<file path="src/rtl/apb_fsm_controller.sv">
// -----------------------------------------------------------------------------
// apb_fsm_controller
//
// APB-side sequencer of the AHB2APB bridge. It takes a qualified, registered
// AHB request from the slave interface and runs the APB SETUP/ENABLE handshake
// to one of NSEL peripherals. While an APB transfer is in flight it holds
// hreadyout low to stall the AHB master. Read data does not pass through this
// block.
//
// Optional feature macro: APB_WAIT_EN
//   defined   : ENABLE is extended while pready=0 (peripheral wait states).
//   undefined : pready is ignored and ENABLE always lasts exactly one cycle.
//
// Ports
//   hclk        in   bridge clock, rising edge
//   hreset      in   asynchronous active-high reset
//   valid       in   qualified AHB transfer to bridge space (address phase)
//   hwrite_reg  in   registered hwrite, 1 = write
//   haddr_1     in   registered haddr           [ADDR_W]
//   hwdata_1    in   registered hwdata          [DATA_W]
//   temp_sel    in   one-hot peripheral select  [NSEL]
//   pready      in   APB ready (used only with APB_WAIT_EN)
//   psel        out  APB select, one-hot or 0   [NSEL]
//   penable     out  APB enable
//   pwrite      out  APB direction
//   paddr       out  APB address                [ADDR_W]
//   pwdata      out  APB write data             [DATA_W]
//   hreadyout   out  to AHB, 0 stalls the master
// -----------------------------------------------------------------------------
module apb_fsm_controller #(
  parameter int ADDR_W = 32,
  parameter int DATA_W = 32,
  parameter int NSEL   = 3
) (
  input  logic              hclk,
  input  logic              hreset,
  input  logic              valid,
  input  logic              hwrite_reg,
  input  logic [ADDR_W-1:0] haddr_1,
  input  logic [DATA_W-1:0] hwdata_1,
  input  logic [NSEL-1:0]   temp_sel,
  input  logic              pready,
  output logic [NSEL-1:0]   psel,
  output logic              penable,
  output logic              pwrite,
  output logic [ADDR_W-1:0] paddr,
  output logic [DATA_W-1:0] pwdata,
  output logic              hreadyout
);

  typedef enum logic [2:0] {
    ST_IDLE    = 3'd0,
    ST_READ    = 3'd1,
    ST_RENABLE = 3'd2,
    ST_WWAIT   = 3'd3,
    ST_WRITE   = 3'd4,
    ST_WENABLE = 3'd5
  } state_t;

  state_t state, state_next;

  logic [ADDR_W-1:0] paddr_q;   // captured request address (write path)
  logic [NSEL-1:0]   sel_q;     // captured peripheral select
  logic [ADDR_W-1:0] paddr_r;   // address presented on the APB bus
  logic              pwrite_r;  // direction presented on the APB bus
  logic [DATA_W-1:0] pwdata_r;  // write data presented on the APB bus

  logic enable_st;  // in an ENABLE phase
  logic stall;      // ENABLE phase extended by the peripheral
  logic capture;    // a new request is accepted this cycle

  assign enable_st = (state == ST_RENABLE) || (state == ST_WENABLE);

`ifdef APB_WAIT_EN
  assign stall = enable_st && !pready;
`else
  logic unused_pready;
  assign unused_pready = pready;
  assign stall = 1'b0;
`endif

  // Requests are only accepted in the states where hreadyout is high, and
  // never while the peripheral is holding off the ENABLE phase.
  assign capture = valid && ((state == ST_IDLE) || (enable_st && !stall));

  // NOTE: state is updated with non-blocking assignments so every register
  // samples the pre-edge values, regardless of the order of statements.
  always_ff @(posedge hclk or posedge hreset) begin
    if (hreset) state <= ST_IDLE;
    else        state <= state_next;
  end

  // NOTE: every signal driven here gets a default first, so no path through
  // the case statement can leave it unassigned and infer a latch.
  always_comb begin
    state_next = state;
    psel       = '0;
    penable    = 1'b0;
    hreadyout  = 1'b1;
    case (state)
      ST_IDLE: begin
        if (valid) state_next = hwrite_reg ? ST_WWAIT : ST_READ;
      end
      ST_READ: begin
        psel       = sel_q;
        hreadyout  = 1'b0;
        state_next = ST_RENABLE;
      end
      ST_WWAIT: begin
        hreadyout  = 1'b0;
        state_next = ST_WRITE;
      end
      ST_WRITE: begin
        psel       = sel_q;
        hreadyout  = 1'b0;
        state_next = ST_WENABLE;
      end
      ST_RENABLE, ST_WENABLE: begin
        psel    = sel_q;
        penable = 1'b1;
        // With wait states enabled this is the only path from an input
        // (pready) to an output; it is inherent to extending ENABLE.
        hreadyout = !stall;
        if (!stall) begin
          if (valid) state_next = hwrite_reg ? ST_WWAIT : ST_READ;
          else       state_next = ST_IDLE;
        end
      end
      default: state_next = ST_IDLE;  // unused encodings, outputs idle
    endcase
  end

  // Request and bus-side registers. Reads go straight to SETUP, so the bus
  // address/direction are loaded at capture; writes load them when leaving
  // WWAIT so the bus keeps its previous values during WWAIT.
  always_ff @(posedge hclk or posedge hreset) begin
    if (hreset) begin
      paddr_q  <= '0;
      sel_q    <= '0;
      paddr_r  <= '0;
      pwrite_r <= 1'b0;
      pwdata_r <= '0;
    end else begin
      if (capture) begin
        paddr_q <= haddr_1;
        sel_q   <= temp_sel;
        if (!hwrite_reg) begin
          paddr_r  <= haddr_1;
          pwrite_r <= 1'b0;
        end
      end
      if (state == ST_WWAIT) begin
        paddr_r  <= paddr_q;
        pwrite_r <= 1'b1;
        pwdata_r <= hwdata_1;
      end
    end
  end

  assign paddr  = paddr_r;
  assign pwrite = pwrite_r;
  assign pwdata = pwdata_r;

endmodule

</file>
<file path="config.mk">
export PLATFORM = sky130hd
export DESIGN_NAME = apb_fsm_controller
export DESIGN_NICKNAME = d
export VERILOG_FILES = /design/src/rtl/apb_fsm_controller.sv
export SDC_FILE = /design/constraint.sdc
export NUM_CORES = 1
export LEC_CHECK = 0
export ABC_CLOCK_PERIOD_IN_PS = 10400
export CAP_MARGIN = 20
export CORE_AREA = 3 3 91 110
export CTS_CLUSTER_SIZE = 20
export DETAILED_ROUTE_END_ITERATION = 8
export DIE_AREA = 0 0 94 113
export GPL_TIMING_DRIVEN = 0
export PLACE_DENSITY = 0.83
export SLEW_MARGIN = 20
export SYNTH_ARGS = -nofsm -noshare
export SYNTH_HDL_FRONTEND = slang
export SYNTH_SLANG_ARGS = --single-unit
</file>
<file path="constraint.sdc">
create_clock -name hclk -period 10.4 [get_ports hclk]
set_input_delay 2.08 -clock hclk [delete_from_list [all_inputs] [get_ports hclk]]
set_output_delay 2.08 -clock hclk [all_outputs]
set_load 0.01 [all_outputs]
</file>
== Word level (Yosys, flattened, before mapping) ==
Cells that the tools add are included.
Word-level totals
  register bits after elaboration: 103
  bits in latches: 0
  RAM bits: 0
  bits in read-only memories: 0
  output and inout bits: 70
  logic and storage cells: 35
  memories kept: 0
Cells by class
  add/subtract/negate cells: 0
  multipliers: 0
  divide/modulo/power cells: 0
  $lt $le $gt $ge: 0
  eq/ne operators: 7
  shift-type cells: 0
  mux-type cells: 13
  bitwise gates (word level): 0
  reductions and logical operators: 9
Operators with widths (count)
  two-way mux 32 bit: 3
  one-hot mux 3 bit (5 select lines): 1
  == test 3 x 2 -> 1 bit, second input constant: 2
  == test 3 bit, second input constant: 2
  two-way mux 3 bit: 2
  two-way mux 1 bit: 5
  two-way mux 2 bit: 2
  OR reduction 4 bit: 1
  == test 3 x 1 -> 1 bit, second input constant: 1
  logical NOT 3 bit: 1
  OR reduction 3 bit: 1
  logical OR 1 bit: 2
  inequality test 2 x 1 -> 1 bit, second input constant: 1
  inequality test 2 bit, second input constant: 1
  AND reduction 2 bit: 1
  nonzero test 2 bit: 1
  OR reduction 2 bit: 1
  logical AND 1 bit: 1

== Longest topological paths before layout ==
  word-level depth: 6
  depth in mapped cells: 6

== Worst setup path before layout ==
No wires, ideal clock.
  path kind: input to register
  start: input hwrite_reg
  end: register paddr_r[14] (netlist: paddr[14])
  arrival time: 3.206 ns
  data required time: 10.272 ns
  slack: 7.066 ns
  stages: 4
  buffers on the path: 1
  path through: or4b_4 o211ai_4 buf_6 mux2_1
Between the ends
  cells in the longest elaborated chain, start to end: 2
RTL lines
  start, declared: line 38  | input logic hwrite_reg,
  inequality test 2 x 1 -> 1 bit (no source line)
  AND reduction 2 bit (no source line)
  end signal, assigned: line 148  | paddr_r <= haddr_1;
  end signal, assigned: line 153  | paddr_r <= paddr_q;
  end, declared: line 64  | logic [ADDR_W-1:0] paddr_r;
No other way between the ends.
A chain may end at the register's enable or synchronous reset.

== Worst setup path in the final report ==
  start: register state[0]
  end: output psel[2]
Between the ends
  cells in the longest elaborated chain, start to end: 3
  elaborated cells on any way between the ends: 6
RTL lines
  start, declared: line 60  | state_t state, state_next;
  start signal, assigned: line 90  | else state <= state_next;
  == test 3 x 2 -> 1 bit, or another cell as far along: line 100  | case (state)
  OR reduction 4 bit (no source line) (*)
  two-way mux 3 bit (*): line 100
  end, declared: line 43  | output logic [NSEL-1:0] psel,
Mark *: on every way between the ends. The rest lies on a longest branch, timed or not.

==> impl_metrics.ini <==
[status]
status = complete, no violations

[synth]
synth_seq_area_share = 0.579
ys_seq_elements = 103
synth_area_per_cell_um2 = 15.7
ys_async_sr_fraction = 1.00
synth_top_flop_cell = dfrtp_1
yosys.area.top_type = dfrtp_1
synthesis.area_um2 = 4450
synth_top_cell_area_share = 0.579
synth_edf_count = 0
syn-num-nets = 355
ys_types = 29
netlist_instances = 283
ys_top_cells_by_area = dfrtp_1 58%, mux2_1 19%, mux2_2 11%
yosys_warnings = 0

[global_routing]
grt_pass1_vias = 3067
grt_first_pass_wirelength_um = 14800
overflow = 0
antenna_found_initial = 0
gr-usage-all-layers = 0.177
grt_max_degree = 57

[pwr]
power_mw = 1.81
power_density_nw_per_um2 = 292
leakage_nw = 2.61
vdd_ir_drop_max_uv = 124

[sta]
tns_ps = 0
max_slew.worst_pin.slew_ps = 511
period_needed_ps = 4110
post-route-period-util = 0.396
skew_ps = 6.07
max-slew-margin-rel = 0.660
setup_viol = 0
timing.fmax_ghz = 0.243
holdWs_ps = 491
rsz0062_at_grt = no
hold_viol = 0
final_max_slew_viol_count = 0

[place]
port_buffers = 140
gp_congestion = 0.731
dp_hpwl_um = 6800

[die]
die-area_um2 = 10600
num_io_pins = 142
die_w_um = 94
die_h_um = 113
fp.coreArea_um2 = 9030
rows = 38
initial_utilization = 0.493

[route]
routed-via-count = 2816
drt_pass1_iterations = 4
avgRoutedWirePerCell_um = 16.1
routed_wirelength_um = 8980
ant_nets = 0
viasPerCell = 5.04
drt_iter0_drc = 56
drc = 0

[cts]
insertion_delay_ps = 350
cts_hold_repair.buffers = 0
ctsResizeCount = 0
cts_tree = done
cts-buffers-inserted = 9
cts_setup_buffers = 0
cts_max_level = 3
clk_pin_slew_ps = 80
cts_sinks = 103
clk_path_buf_depth = 2
root_buffer = clkbuf_8

[setup_path]
cp-startpoint = state[0]$_DFFE_PP0P_
cpMaxStageDelayCell = clkdlybuf4s50_1
crit_fanout = 10
critPathMaxStageDelay_ps = 530
path_class = flip-flop to output port
r2r-end = paddr_q[12]$_DFFE_PP0P_
start_kind = flip-flop
critical-path-top-delay-family = buffers and inverters
reg2reg_from = state[0]$_DFFE_PP0P_
worstPathArrival_ps = 2030
r2r_slack_ps = 8410
crit_chain = buf_2, nor2_1, xnor2_1, and2_1, clkdlybuf4s50_1
crit_buf_inv = 2
r2r_cells = 5
worst_ep_required_time_ps = 8320
setup.worst_path.end_class = output port

[min_path]
hold_start = paddr[24]$_DFFE_PP0P_
hold_depth = 1
hold_class = flip-flop to flip-flop
min_to = paddr[24]$_DFFE_PP0P_

[final_layout]
mostFrequentLayoutCell = clkdlybuf4s50_1
final_cell_mix = 140 x clkdlybuf4s50_1, 103 x dfrtp_1, 74 x mux2_1, 43 x mux2_2, 14 x mux2_4
synthToLayoutAreaGrowth_pct = 39.1
fin_nets = 507
drive_above_1_share = 0.205
num_antenna_cells = 0
multiInputGateArea_um2 = 1750
regArea_um2 = 2580
nFillCells = 651
final_util = 0.685

[flow_run]
cap_viol_max_count = 0
==> how the worst max path moves through the flow <==
stage	to	slack [ps]	depth (start not counted)
finish	psel[2]	6290	5
global route	psel[2]	6150	5
CTS	psel[2]	6250	5
detailed placement	paddr[17]$_DFFE_PP0P_	6300	5
global placement	pwdata[0]$_DFFE_PP0P_	4140	2
floorplan	paddr[0]$_DFFE_PP0P_	5620	1
==> cell families (layout without fill, tap and decap cells) <==
logic type      Yosys count  after routing  synth area share
mux                     131            131             0.343
flops                   103            103             0.579
buf+inv                  20            176            0.0278
simple gates             17             17            0.0292
compound gates           11             11            0.0183
xor+xnor                  1              1           0.00197
==> state kept, by name, summed over array words and instances (netlist names) <==
name / flops
paddr: 32
paddr_q: 32
pwdata: 32
pwrite: 1
sel_q: 3
state: 3
==> metal layers <==
metal  global-route usage  part of all wire  vias to the layer above
met4               0.0665             0.016                        0
met1                0.210              0.40                     1391
met5                    0                 0                        -
met3               0.0459             0.070                       11
li1                     -                 -                     1320
met2                0.306              0.51                       94
==> cell usage after synthesis (2+ instances only) <==
| library cell | instances |
|---|---|
| nor2_1 | 3 |
| dfrtp_1 | 103 |
| buf_2 | 12 |
| mux2_2 | 43 |
| a21oi_1 | 4 |
| o21ai_0 | 2 |
| inv_1 | 4 |
| and2_1 | 3 |
| mux2_1 | 74 |
| mux2_4 | 14 |
| buf_6 | 3 |
==> through the flow <==
| step | setup slack (ps) | instance area [um^2] | std cells |
|---|---|---|---|
| floorplan | 5620 | 4450 | 283 |
| global placement | 4140 | 6000 | 543 |
| detailed placement | 6300 | 6030 | 544 |
| CTS | 6250 | 6190 | 559 |
| global route | 6150 | 6190 | 559 |
| finish | 6290 | 6190 | 559 |
==> worst reg2reg max path: stages, from the launching register on <==
cell	delay (ps)
dfrtp_1	380
buf_2	190
and3b_1	210
o21ai_2	360
buf_2	360
mux2_2	380
==> cell type report <==
type | count | share of cell area
Buffer | 16 | 0.0176
Sequential cell | 103 | 0.416
Multi-Input combinational cell | 160 | 0.282
Inverter | 4 | 0.00323
Timing Repair Buffer | 141 | 0.231
Tap cell | 120 | 0.0243
Clock buffer | 14 | 0.0247
Clock inverter | 1 | 0.000808
==> power breakdown <==
part | internal, mW | total [mW] | switching [mW]
combinational | 0.549 | 0.889 | 0.340
sequential | 0.608 | 0.707 | 0.0987
clock | 0.0926 | 0.215 | 0.122
No activity file was read; power rests on OpenSTA's default activity.
